<file path="src/rtl/logic_wb_arbiter_if.sv">
// Bus bundle for logic_wb_arbiter: two Wishbone masters sharing one register slave.
// The slave modport is the arbiter's view; the master modport is the requesters/slave-model view.
interface logic_wb_arbiter_if;
    logic       m0_cyc_i;
    logic       m0_stb_i;
    logic       m0_we_i;
    logic [1:0] m0_adr_i;
    logic [7:0] m0_dat_i;
    logic [7:0] m0_dat_o;
    logic       m0_ack_o;
    logic       m0_err_o;

    logic       m1_cyc_i;
    logic       m1_stb_i;
    logic       m1_we_i;
    logic [1:0] m1_adr_i;
    logic [7:0] m1_dat_i;
    logic [7:0] m1_dat_o;
    logic       m1_ack_o;
    logic       m1_err_o;

    logic       s_cyc_o;
    logic       s_stb_o;
    logic       s_we_o;
    logic [1:0] s_adr_o;
    logic [7:0] s_dat_o;
    logic [7:0] s_dat_i;
    logic       s_ack_i;

    modport slave (
        input  m0_cyc_i, m0_stb_i, m0_we_i, m0_adr_i, m0_dat_i,
        input  m1_cyc_i, m1_stb_i, m1_we_i, m1_adr_i, m1_dat_i,
        input  s_dat_i, s_ack_i,
        output m0_dat_o, m0_ack_o, m0_err_o,
        output m1_dat_o, m1_ack_o, m1_err_o,
        output s_cyc_o, s_stb_o, s_we_o, s_adr_o, s_dat_o
    );

    modport master (
        output m0_cyc_i, m0_stb_i, m0_we_i, m0_adr_i, m0_dat_i,
        output m1_cyc_i, m1_stb_i, m1_we_i, m1_adr_i, m1_dat_i,
        output s_dat_i, s_ack_i,
        input  m0_dat_o, m0_ack_o, m0_err_o,
        input  m1_dat_o, m1_ack_o, m1_err_o,
        input  s_cyc_o, s_stb_o, s_we_o, s_adr_o, s_dat_o
    );
endinterface

</file>
<file path="src/rtl/logic_wb_arbiter.sv">
// Round-robin two-master Wishbone arbiter for a single 2-bit-address, 8-bit register slave.
// Define LOGIC_ARB_TIMEOUT_EN to add the strobe-wait timeout counter and ABORT state.
module logic_wb_arbiter #(
    parameter int unsigned TIMEOUT = 15
) (
    input  logic              wb_clk_i,
    input  logic              wb_rst_n_i,
    logic_wb_arbiter_if.slave bus
);

`ifdef LOGIC_ARB_TIMEOUT_EN
    typedef enum logic [1:0] {StIdle, StOwn, StAbort} state_e;
`else
    typedef enum logic [0:0] {StIdle, StOwn} state_e;
`endif

    state_e     r_state, w_state_d;
    logic       r_owner, w_owner_d;
    logic       r_last, w_last_d;
    logic       w_own_cyc, w_own_stb, w_own_we;
    logic [1:0] w_own_adr;
    logic [7:0] w_own_dat;
    logic       w_fwd, w_ack, w_timeout;

    always_comb begin
        w_own_cyc = r_owner ? bus.m1_cyc_i : bus.m0_cyc_i;
        w_own_stb = r_owner ? bus.m1_stb_i : bus.m0_stb_i;
        w_own_we  = r_owner ? bus.m1_we_i  : bus.m0_we_i;
        w_own_adr = r_owner ? bus.m1_adr_i : bus.m0_adr_i;
        w_own_dat = r_owner ? bus.m1_dat_i : bus.m0_dat_i;
    end

    assign w_fwd = (r_state == StOwn);
    // An ack only counts while a strobe is actually being forwarded.
    assign w_ack = w_fwd & w_own_stb & bus.s_ack_i;

`ifdef LOGIC_ARB_TIMEOUT_EN
    logic [7:0] r_cnt, w_cnt_d;
    logic       w_wait;

    assign w_wait    = w_fwd & w_own_cyc & w_own_stb & ~bus.s_ack_i;
    assign w_timeout = w_wait & (r_cnt == 8'(TIMEOUT - 1));
    assign w_cnt_d   = (w_wait && !w_timeout) ? r_cnt + 8'd1 : 8'd0;

    always_ff @(posedge wb_clk_i or negedge wb_rst_n_i) begin
        if (!wb_rst_n_i) begin
            r_cnt <= 8'd0;
        end else begin
            r_cnt <= w_cnt_d;
        end
    end
`else
    logic [7:0] w_unused_timeout;

    assign w_unused_timeout = 8'(TIMEOUT);
    assign w_timeout        = 1'b0;
`endif

    always_comb begin
        w_state_d = r_state;
        w_owner_d = r_owner;
        w_last_d  = r_last;
        case (r_state)
            StIdle: begin
                if (bus.m0_cyc_i || bus.m1_cyc_i) begin
                    w_state_d = StOwn;
                    w_owner_d = (bus.m0_cyc_i && bus.m1_cyc_i) ? ~r_last : bus.m1_cyc_i;
                end
            end
            StOwn: begin
                if (!w_own_cyc) begin
                    w_state_d = StIdle;
                    w_last_d  = r_owner;
`ifdef LOGIC_ARB_TIMEOUT_EN
                end else if (w_timeout) begin
                    w_state_d = StAbort;
`endif
                end
            end
`ifdef LOGIC_ARB_TIMEOUT_EN
            StAbort: begin
                if (!w_own_cyc) begin
                    w_state_d = StIdle;
                    w_last_d  = r_owner;
                end
            end
`endif
            default: w_state_d = StIdle;
        endcase
    end

    always_ff @(posedge wb_clk_i or negedge wb_rst_n_i) begin
        if (!wb_rst_n_i) begin
            r_state <= StIdle;
            r_owner <= 1'b0;
            r_last  <= 1'b1;
        end else begin
            r_state <= w_state_d;
            r_owner <= w_owner_d;
            r_last  <= w_last_d;
        end
    end

    always_comb begin
        bus.s_cyc_o  = 1'b0;
        bus.s_stb_o  = 1'b0;
        bus.s_we_o   = 1'b0;
        bus.s_adr_o  = 2'd0;
        bus.s_dat_o  = 8'd0;
        bus.m0_dat_o = 8'd0;
        bus.m1_dat_o = 8'd0;
        bus.m0_ack_o = w_ack & ~r_owner;
        bus.m1_ack_o = w_ack & r_owner;
        bus.m0_err_o = w_timeout & ~r_owner;
        bus.m1_err_o = w_timeout & r_owner;
        if (w_fwd) begin
            bus.s_cyc_o = w_own_cyc;
            bus.s_stb_o = w_own_stb;
            bus.s_we_o  = w_own_we;
            bus.s_adr_o = w_own_adr;
            bus.s_dat_o = w_own_dat;
            if (r_owner) begin
                bus.m1_dat_o = bus.s_dat_i;
            end else begin
                bus.m0_dat_o = bus.s_dat_i;
            end
        end
    end

endmodule

</file>
<file path="src/flat_wrapper.sv">
// flat-port wrapper written by rule: the top's interface ports become plain ports
module logic_wb_arbiter_flat 
#(
    parameter int unsigned TIMEOUT = 15
)
  (wb_clk_i, wb_rst_n_i, bus_m0_cyc_i, bus_m0_stb_i, bus_m0_we_i, bus_m0_adr_i, bus_m0_dat_i, bus_m1_cyc_i, bus_m1_stb_i, bus_m1_we_i, bus_m1_adr_i, bus_m1_dat_i, bus_s_dat_i, bus_s_ack_i, bus_m0_dat_o, bus_m0_ack_o, bus_m0_err_o, bus_m1_dat_o, bus_m1_ack_o, bus_m1_err_o, bus_s_cyc_o, bus_s_stb_o, bus_s_we_o, bus_s_adr_o, bus_s_dat_o);
  logic_wb_arbiter_if bus_i ();
  input  logic wb_clk_i;
  input  logic wb_rst_n_i;
  input wire logic [$bits(bus_i.m0_cyc_i)-1:0] bus_m0_cyc_i;
  input wire logic [$bits(bus_i.m0_stb_i)-1:0] bus_m0_stb_i;
  input wire logic [$bits(bus_i.m0_we_i)-1:0] bus_m0_we_i;
  input wire logic [$bits(bus_i.m0_adr_i)-1:0] bus_m0_adr_i;
  input wire logic [$bits(bus_i.m0_dat_i)-1:0] bus_m0_dat_i;
  input wire logic [$bits(bus_i.m1_cyc_i)-1:0] bus_m1_cyc_i;
  input wire logic [$bits(bus_i.m1_stb_i)-1:0] bus_m1_stb_i;
  input wire logic [$bits(bus_i.m1_we_i)-1:0] bus_m1_we_i;
  input wire logic [$bits(bus_i.m1_adr_i)-1:0] bus_m1_adr_i;
  input wire logic [$bits(bus_i.m1_dat_i)-1:0] bus_m1_dat_i;
  input wire logic [$bits(bus_i.s_dat_i)-1:0] bus_s_dat_i;
  input wire logic [$bits(bus_i.s_ack_i)-1:0] bus_s_ack_i;
  output wire logic [$bits(bus_i.m0_dat_o)-1:0] bus_m0_dat_o;
  output wire logic [$bits(bus_i.m0_ack_o)-1:0] bus_m0_ack_o;
  output wire logic [$bits(bus_i.m0_err_o)-1:0] bus_m0_err_o;
  output wire logic [$bits(bus_i.m1_dat_o)-1:0] bus_m1_dat_o;
  output wire logic [$bits(bus_i.m1_ack_o)-1:0] bus_m1_ack_o;
  output wire logic [$bits(bus_i.m1_err_o)-1:0] bus_m1_err_o;
  output wire logic [$bits(bus_i.s_cyc_o)-1:0] bus_s_cyc_o;
  output wire logic [$bits(bus_i.s_stb_o)-1:0] bus_s_stb_o;
  output wire logic [$bits(bus_i.s_we_o)-1:0] bus_s_we_o;
  output wire logic [$bits(bus_i.s_adr_o)-1:0] bus_s_adr_o;
  output wire logic [$bits(bus_i.s_dat_o)-1:0] bus_s_dat_o;
  assign bus_i.m0_cyc_i = bus_m0_cyc_i;
  assign bus_i.m0_stb_i = bus_m0_stb_i;
  assign bus_i.m0_we_i = bus_m0_we_i;
  assign bus_i.m0_adr_i = bus_m0_adr_i;
  assign bus_i.m0_dat_i = bus_m0_dat_i;
  assign bus_i.m1_cyc_i = bus_m1_cyc_i;
  assign bus_i.m1_stb_i = bus_m1_stb_i;
  assign bus_i.m1_we_i = bus_m1_we_i;
  assign bus_i.m1_adr_i = bus_m1_adr_i;
  assign bus_i.m1_dat_i = bus_m1_dat_i;
  assign bus_i.s_dat_i = bus_s_dat_i;
  assign bus_i.s_ack_i = bus_s_ack_i;
  assign bus_m0_dat_o = bus_i.m0_dat_o;
  assign bus_m0_ack_o = bus_i.m0_ack_o;
  assign bus_m0_err_o = bus_i.m0_err_o;
  assign bus_m1_dat_o = bus_i.m1_dat_o;
  assign bus_m1_ack_o = bus_i.m1_ack_o;
  assign bus_m1_err_o = bus_i.m1_err_o;
  assign bus_s_cyc_o = bus_i.s_cyc_o;
  assign bus_s_stb_o = bus_i.s_stb_o;
  assign bus_s_we_o = bus_i.s_we_o;
  assign bus_s_adr_o = bus_i.s_adr_o;
  assign bus_s_dat_o = bus_i.s_dat_o;
  logic_wb_arbiter #(.TIMEOUT(TIMEOUT)) u_core (.wb_clk_i(wb_clk_i), .wb_rst_n_i(wb_rst_n_i), .bus(bus_i));
endmodule
</file>
<file path="config.mk">
export PLATFORM = sky130hd
export DESIGN_NAME = logic_wb_arbiter_flat
export DESIGN_NICKNAME = d
export VERILOG_FILES = /design/src/rtl/logic_wb_arbiter_if.sv /design/src/rtl/logic_wb_arbiter.sv /design/src/flat_wrapper.sv
export SDC_FILE = /design/constraint.sdc
export NUM_CORES = 1
export LEC_CHECK = 0
export ABC_AREA = 1
export CORE_AREA = 10 10 47 49
export DETAILED_ROUTE_END_ITERATION = 8
export DIE_AREA = 0 0 57 59
export DONT_BUFFER_PORTS = 1
export GPL_ROUTABILITY_DRIVEN = 1
export PLACE_DENSITY = 0.64
export SYNTH_ARGS = -nofsm -noshare
export SYNTH_HDL_FRONTEND = slang
export SYNTH_SLANG_ARGS = --single-unit
</file>
<file path="constraint.sdc">
create_clock -name wb_clk_i -period 1.2 [get_ports wb_clk_i]
set_input_delay 0.18 -clock wb_clk_i [delete_from_list [all_inputs] [get_ports wb_clk_i]]
set_output_delay 0.18 -clock wb_clk_i [all_outputs]
set_load 0.01 [all_outputs]
</file>
==> flow_summary.yaml, run 1 <==
critical_path:
  cp.depth: 4
  cp_num_buf_inv: 2
  end_kind: "output pin"
  reg2reg_depth: 6
  cpPeakStageDelay_ns: 0.45
  critPathLaunchType: "flop"
  crit_path_max_fanout: 8
  critPathTopFamily: "flip-flops"
  crit_arrival_ns: 1.18
  slowest_stage: "dfrtp_2"
  path_class: "reg -> out"
  crit_chain: "clkinv_4, buf_12, nand2_2, a21oi_4"
  cp.required_ns: 1.02
drt:
  wirelength_mm: 2.351
  drtIter0Drc: 13
  postRouteAntennaNets: 0
  dr_total_vias: 661
  routedWlPerCell_microns: 19.43
  viasPerCell: 5.463
  drc: 0
  drt-pass1-iter-count: 4
clock_network:
  cts_buffers: 3
  cts_tree: "built"
  clkTransAtPathRegs_ns: 0.04
  clockBufferDepth: 2
  clock_latency_ns: 0.24
  cts.sinks: 3
  htreeDepth: 1
  cts_root_buffer: "clkbuf_4"
min_path:
  hold_depth: 2
  hold_class: "in -> reg"
timing:
  finalCritPeriodShare: 1.131
  rsz0062_at_grt: "yes"
  worst_clock_skew_ns: 0.002355
  layout_setup_ws_ns: -0.1573
  hold_ws_ns: 0.08574
  finalWorstPathRequiredPeriod_ns: 1.357
  setup_viol: 31
  finalHoldViolCount: 0
  max_freq_ghz: 0.7368
  drv_slew: 0
flow_run:
  max_cap_violations: 0
logic_synthesis:
  yosysMostFrequentCell: "nand2_1"
  async_flop_share: 1.000
  ys_top_cells_by_count: "nand2_1, nor2_1, a21oi_2, inv_1, buf_6"
  ys_seq_elements: 3
  ys_types: 18
  synthTopCellsByArea: "nand2_1, a21oi_2, nor2_1"
  seq_area_frac_synth: 0.1459
  synthCells: 92
  synth_top_area_share: 0.2368
  ys.flop_type: "dfrtp_1"
  yosys_warnings: 0
  synth_edf_count: 0
  avgSynthCellArea_sq_um: 5.685
  synthesis.area_sq_um: 523.0
  synth.largest_area_cell: "nand2_1"
grt:
  grt_overflow: 0
  antenna_found_initial: 0
  grt_max_degree: 11
  met3_usage: 0.05150
  grtUsageTotal: 0.1161
  grt_pass1_wl_mm: 3.298
  first_global_vias: 733
  top_usage_layer: "met2"
  use_met2: 0.2109
  use_met1: 0.1112
die:
  core_sq_um: 1401
  start_util: 0.3732
  ios: 70
  die_w_microns: 57
  die_h_microns: 59
  dieArea_sq_um: 3363
  placementRows: 14
placed_design:
  routabilityCongestion: 0.6474
  dp_hpwl_mm: 1.663
  port_buffers: 0
power_and_ir_drop:
  cellLeakagePower_nw: 0.3829
  power_density_nw_per_um2: 2864
  peakVddDrop_v: 0.001560
layout:
  seq_area_sq_um: 78.83
  fin_util: 0.6955
  layout-drive-gt1-share: 0.6476
  multiInputGateArea_sq_um: 658.1
  nFillCells: 100
  layout.nets: 143
  syn2layout_area_growth_pct: 86.36
  diodes: 0
outcome:
  status: "complete, but fails checks"
  violations: "setup timing"
==> metal layers <==
metal	up-vias	share of wire
met4	0	0.017
li1	304	-
met3	4	0.13
met2	55	0.51
met1	298	0.34
met5	-	0
==> what timing repair did <==
action | 4_1_cts | 5_1_grt
setup endpoints to repair | 31 | 31
setup buffers | 2 | 3
hold buffers | 1 | 0
cloned | 0 | 0
pin swaps | 3 | 11
gates resized for setup | 43 | 35
endpoints found under the hold margin | 3 | 0
==> where the power goes <==
part | switching, mW | total (mW) | internal (mW)
Sequential | 0.0734 | 0.244 | 0.170
Combinational | 1.45 | 2.36 | 0.912
Clock | 0.0589 | 0.184 | 0.125
Total | 1.58 | 2.79 | 1.21
==> flip-flops by register name (all words and copies together) (netlist names) <==
name	cells
u_core.r_owner	1
u_core.r_state	1
u_core.r_last	1
==> worst paths after layout <==
kind | start | end | slack [ns]
max | u_core.r_owner | bus_s_dat_o[6] | -0.16
min | bus_m1_cyc_i | u_core.r_owner | 0.09
max reg2reg | u_core.r_owner | u_core.r_last | 0.21
min reg2reg | u_core.r_last | u_core.r_last | 0.46
max in group asynchronous | wb_rst_n_i | u_core.r_last | 0.78
min in group asynchronous | wb_rst_n_i | u_core.r_owner | 0.19
==> per-stage QoR <==
step                setup TNS [ns]  instance area, sq um  total power, mW  setup WS (ns)  std cells
floorplan                        0                 526.8            1.300         0.1239         93
global route                -5.373                 974.7            2.983        -0.2221        121
CTS                         -3.998                 768.2            2.210        -0.1656        118
finish                      -3.579                 974.7            2.791        -0.1573        121
detailed placement         -0.2744                 559.3            1.571       -0.04723        111
global placement          -0.03354                 559.3            1.547      -0.009157        111
==> kinds of logic after synthesis <==
kind of cell,share of synthesized area
compound gates,0.1962
other cells,0.007170
flops,0.1459
simple gates,0.4545
buf+inv,0.1962
==> cell type report <==
type                            count  share of cell area
Sequential cell                     3             0.08087
Timing Repair Buffer               14              0.1528
Inverter                           10             0.04365
Clock buffer                        4             0.02696
Multi-Input combinational cell     74              0.6752
Tap cell                           16             0.02054
==> layout by cell type (no fill, tap or decap) <==
cell	count
a21oi_2	2
a21oi_4	10
and2_4	1
buf_12	3
buf_4	9
buf_6	1
clkbuf_1	1
clkbuf_4	3
clkinv_4	1
conb_1	2
dfrtp_2	2
dfstp_2	1
dlygate4sd3_1	1
inv_1	8
inv_2	1
nand2_1	21
nand2_2	9
nand2_4	3
nand2_8	2
nand3_1	2
nand3_4	1
nand4_1	1
nor2_4	19
o21ai_0	1
(Power assumes the default switching activity.)
==> run 2, diff against run 1 <==
- CORE_AREA: 10 10 47 49 -> unset
- CORE_MARGIN: unset -> 10
- CORE_UTILIZATION: unset -> 35
- CTS_BUF_LIST: unset -> sky130_fd_sc_hd__clkbuf_2 sky130_fd_sc_hd__clkbuf_4 sky130_fd_sc_hd__clkbuf_8
- DIE_AREA: 0 0 57 59 -> unset
- PLACE_DENSITY: 0.64 -> 0.59
- REMOVE_ABC_BUFFERS: unset -> 1
==> run 2 against run 1 <==
  * The run still ends with setup timing left
  * Power is 21% lower
  * Critical path depth stayed put
  * Non-clock buffer count is 4 lower
  * Clock skew is 0.0052 ns higher
  * Combinational power is 27% lower
  * Fmax is 0.66% lower
  * Final cell count is 3.3% lower
  * Worst hold slack better by 0.0028 ns
  * Sequential share of layout area is 1.8 points higher
  * Die area is 2.3% higher
  * Design area is 19% lower
  * Largest power group unchanged
  * Highest routed layer unchanged
==> flow_summary.yaml, run 2 (synthesis results as in run 1) <==
critical_path:
  reg2reg_depth: 4
  cp-startpoint: "u_core.r_owner"
  path_class: "reg -> out"
  critPathTopFamily: "flip-flops"
  cp_num_buf_inv: 2
  crit_path_end: "bus_s_dat_o[2]"
  r2r_end: "u_core.r_owner"
  crit_arrival_ns: 1.19
  end_kind: "output pin"
  r2r_slack_ns: 0.06
  cp.depth: 4
  r2r-start: "u_core.r_state"
  crit_path_max_fanout: 8
  critPathLaunchType: "flop"
  cpPeakStageDelay_ns: 0.47
  slowest_stage: "dfrtp_2"
  cp.required_ns: 1.02
  crit_chain: "clkinv_4, buf_6, nand2_1, a21oi_2"
placed_design:
  postPlaceCellArea_sq_um: 538.0
  dp_hpwl_mm: 1.644
  port_buffers: 0
  routabilityCongestion: 0.6771
  dp_cells: 109
timing:
  setup_viol: 31
  rsz0062_at_grt: "yes"
  finalHoldViolCount: 0
  worst_clock_skew_ns: 0.007581
  finalWorstPathRequiredPeriod_ns: 1.366
  max_freq_ghz: 0.7319
  drv_slew: 0
  layout_setup_ws_ns: -0.1662
  finalCritPeriodShare: 1.139
die:
  start_util: 0.3874
  dieArea_sq_um: 3440
  placementRows: 13
  die_h_microns: 58.66
  die_w_microns: 58.66
  ios: 70
  core_sq_um: 1350
layout:
  reg.largest.list: "u_core.r_last (1), u_core.r_owner (1), u_core.r_state (1)"
  layout.nets: 140
  syn2layout_area_growth_pct: 50.24
  final_common_cell: "nand2_1"
  stdcell_count: 117
  fin_area_sq_um: 785.8
  layout-drive-gt1-share: 0.5882
  diodes: 0
  nFillCells: 118
  layout_common_cells: "nand2_1, nor2_4, a21oi_2"
clock_network:
  cts.sinks: 3
  clock_latency_ns: 0.24
  cts_tree: "built"
  cts_root_buffer: "clkbuf_4"
  clkTransAtPathRegs_ns: 0.04
  clockBufferDepth: 2
  htreeDepth: 1
  cts_buffers: 3
drt:
  dr_total_vias: 632
  wirelength_mm: 2.093
  drtIter0Drc: 4
  routedWlPerCell_microns: 17.89
  postRouteAntennaNets: 0
  viasPerCell: 5.402
  drt-pass1-iter-count: 3
  drc: 0
grt:
  antenna_found_initial: 0
  grt_overflow: 0
  grt_max_degree: 16
  first_global_vias: 724
  grtUsageTotal: 0.1169
  grt_pass1_wl_mm: 3.277
power_and_ir_drop:
  power_mw: 2.197
  cellLeakagePower_nw: 0.3382
  peakVddDrop_v: 0.001244
  power_density_nw_per_um2: 2795
flow_run:
  max_cap_violations: 0
min_path:
  hold_class: "in -> reg"
outcome:
  status: "complete, but fails checks"
  violations: "setup timing"
[run 2: power by group]
group	leakage, nW	internal, mW	switching (mW)
Sequential	0.0326	0.166	0.0993
Combinational	0.287	0.574	1.15
Clock	0.0184	0.148	0.0622
[run 2: what timing repair did]
| item | 4_1_cts | 5_1_grt |
|---|---|---|
| endpoints found under the setup margin | 31 | 31 |
| buffers inserted | 2 | 0 |
| pin swaps | 7 | 3 |
| resized for setup | 47 | 5 |
| hold buffers | 1 | 0 |
| hold endpoints to repair | 3 | 0 |
| cloned | 1 | 0 |
[run 2: worst min-delay path by stage]
stage                     slack (ns)  cells after the start    startpoint        endpoint
final                           0.09                      2  bus_m1_cyc_i  u_core.r_owner
after global routing            0.09                      2  bus_m1_cyc_i  u_core.r_owner
after CTS                       0.09                      2  bus_m1_cyc_i  u_core.r_owner
after detailed placement       -0.12                      0    wb_rst_n_i  u_core.r_state
after global placement         -0.12                      0    wb_rst_n_i  u_core.r_state
after floorplan                -0.12                      0    wb_rst_n_i  u_core.r_owner
[run 2: cell type report]
type,instances,area (sq um),area share
Sequential cell,3,77.57,0.09873
Timing Repair Buffer,10,85.08,0.1083
Timing Repair inverter,1,3.754,0.004777
Tap cell,15,18.77,0.02389
Clock buffer,4,30.03,0.03822
Multi-Input combinational cell,74,525.5,0.6688
Inverter,10,45.04,0.05732
[run 2: metal layers]
| layer | global-route usage | vias to the layer above | wire length [microns] |
|---|---|---|---|
| met5 | 0 | - | 0 |
| met4 | 0.03934 | 0 | 21 |
| met3 | 0.07511 | 2 | 337 |
| met2 | 0.2094 | 54 | 982 |
| met1 | 0.1044 | 274 | 753 |
| li1 | - | 302 | - |
[run 2: through the flow]
step | setup WS [ns] | hold WS (ns) | utilization | setup TNS (ns)
global route | -0.2189 | 0.08647 | 0.5820 | -6.112
global placement | -0.007541 | -0.1155 | 0.3985 | -0.01188
floorplan | -0.08792 | -0.1156 | - | -0.8605
detailed placement | -0.03271 | -0.1155 | 0.3985 | -0.3576
finish | -0.1662 | 0.08855 | 0.5820 | -4.422
CTS | -0.1731 | 0.08876 | 0.5700 | -4.749
==> run 3, diff against run 2 <==
- PLACE_DENSITY: 0.59 -> 0.49
==> run 3 against run 2 <==
  * The run still ends with setup timing left
  * Sequential share of layout area down 2.3 points
  * Clock skew about the same
  * Non-clock buffer count up 10
  * Global-route usage about the same
  * Power up 38%
  * Design area up 33%
  * Register-to-register slack better by 0.09 ns
  * Largest cell class unchanged
  * Largest power group unchanged
==> flow_summary.yaml, run 3 (synthesis results as in run 1) <==
die:
  die_w_microns: 58.66
  dieArea_sq_um: 3440
  ios: 70
  die_h_microns: 58.66
  start_util: 0.3874
  placementRows: 13
  core_sq_um: 1350
power_and_ir_drop:
  power_density_nw_per_um2: 2910
  peakVddDrop_v: 0.001909
  power_mw: 3.036
  cellLeakagePower_nw: 0.4596
drt:
  postRouteAntennaNets: 0
  wirelength_mm: 2.855
  dr_total_vias: 704
  drt-pass1-iter-count: 5
  drc: 0
  routedWlPerCell_microns: 22.66
  viasPerCell: 5.587
  drtIter0Drc: 30
timing:
  drv_slew: 0
  max_freq_ghz: 0.7274
  finalWorstPathRequiredPeriod_ns: 1.375
  layout_setup_ws_ns: -0.1747
  finalCritPeriodShare: 1.146
  worst_clock_skew_ns: 0.007865
  setup_viol: 31
  finalHoldViolCount: 0
  rsz0062_at_grt: "yes"
  fin_tns_setup_ns: -3.922
layout:
  final_common_cell: "nor2_4"
  fin_area_sq_um: 1044
  layout-drive-gt1-share: 0.7207
  reg.largest.list: "u_core.r_last (1), u_core.r_owner (1), u_core.r_state (1)"
  multiInputGateArea_sq_um: 668.1
  layout.nets: 149
  seq_area_sq_um: 78.83
  syn2layout_area_growth_pct: 99.52
  nFillCells: 92
  stdcell_count: 126
  diodes: 0
  fin_util: 0.7729
  layout_common_cells: "nor2_4, nand2_1, nand2_4, buf_4"
outcome:
  violations: "setup timing"
  status: "complete, but fails checks"
clock_network:
  cts.sinks: 3
  clkTransAtPathRegs_ns: 0.03
  cts_buffers: 3
  cts_tree: "built"
  htreeDepth: 1
  cts_root_buffer: "clkbuf_4"
  clock_latency_ns: 0.24
  clockBufferDepth: 2
grt:
  met3_usage: 0.07511
  grt_pass1_wl_mm: 3.256
  grt_max_degree: 10
  use_met2: 0.2140
  antenna_found_initial: 0
  grt_overflow: 0
  grtUsageTotal: 0.1170
  use_met1: 0.1046
  top_usage_layer: "met2"
  first_global_vias: 674
flow_run:
  max_cap_violations: 0
placed_design:
  dp_hpwl_mm: 1.633
  dp_cells: 110
  port_buffers: 0
  postPlaceCellArea_sq_um: 558.0
  routabilityCongestion: 0.6951
critical_path:
  cp.required_ns: 1.02
  crit_path_max_fanout: 8
  critPathLaunchType: "flop"
  end_kind: "output pin"
  path_class: "reg -> out"
  crit_arrival_ns: 1.19
min_path:
  hold_class: "in -> reg"
==> run 3: area by class of cell <==
| cell class | count | area share |
|---|---|---|
| tap | 15 | 0.01799 |
| multi-input combinational | 74 | 0.6403 |
| timing repair buffer | 20 | 0.1966 |
| clock buffer | 4 | 0.02878 |
| sequential | 3 | 0.07554 |
| inverter | 10 | 0.04077 |
==> run 3: through the flow <==
step	setup slack (ns)	hold slack, ns
finish	-0.1747	0.09228
global route	-0.2218	0.09153
CTS	-0.1797	0.08253
detailed placement	-0.005300	-0.1154
global placement	0.01481	-0.1154
floorplan	-0.08792	-0.1156
==> run 3: final timing paths <==
check | from | end | slack, ns | depth (start not counted)
min | bus_m1_cyc_i | u_core.r_owner | 0.09 | 2
max reg2reg | u_core.r_owner | u_core.r_owner | 0.15 | 5
max | u_core.r_owner | bus_m0_dat_o[1] | -0.17 | 4
min reg2reg | u_core.r_last | u_core.r_last | 0.46 | 2
max in group asynchronous | wb_rst_n_i | u_core.r_last | 0.78 | 1
min in group asynchronous | wb_rst_n_i | u_core.r_state | 0.20 | 1
==> run 3: metal layers <==
metal / share of wire / up-vias
met5: 0 / -
met4: 0.012 / 0
met3: 0.12 / 4
met2: 0.52 / 59
met1: 0.35 / 325
li1: - / 316
==> run 3: timing repair <==
| action | 4_1_cts | 5_1_grt |
|---|---|---|
| resized for setup | 54 | 36 |
| hold buffers | 1 | 0 |
| setup buffers | 10 | 1 |
| hold endpoints to repair | 3 | 0 |
| pin swaps | 12 | 11 |
| endpoints found under the setup margin | 31 | 31 |
==> run 3: worst max-delay path: stages, from the launching register on <==
cell,delay (ns)
dfrtp_2,0.43
clkinv_4,0.09
buf_6,0.13
nand2_4,0.15
nor2_4,0.16
==> run 3: report_power, final <==
| group | switching (mW) | leakage [nW] | total, mW | internal (mW) |
|---|---|---|---|---|
| Clock | 0.0584 | 0.0184 | 0.206 | 0.148 |
| Sequential | 0.0622 | 0.0317 | 0.232 | 0.170 |
| Combinational | 1.55 | 0.409 | 2.60 | 1.04 |
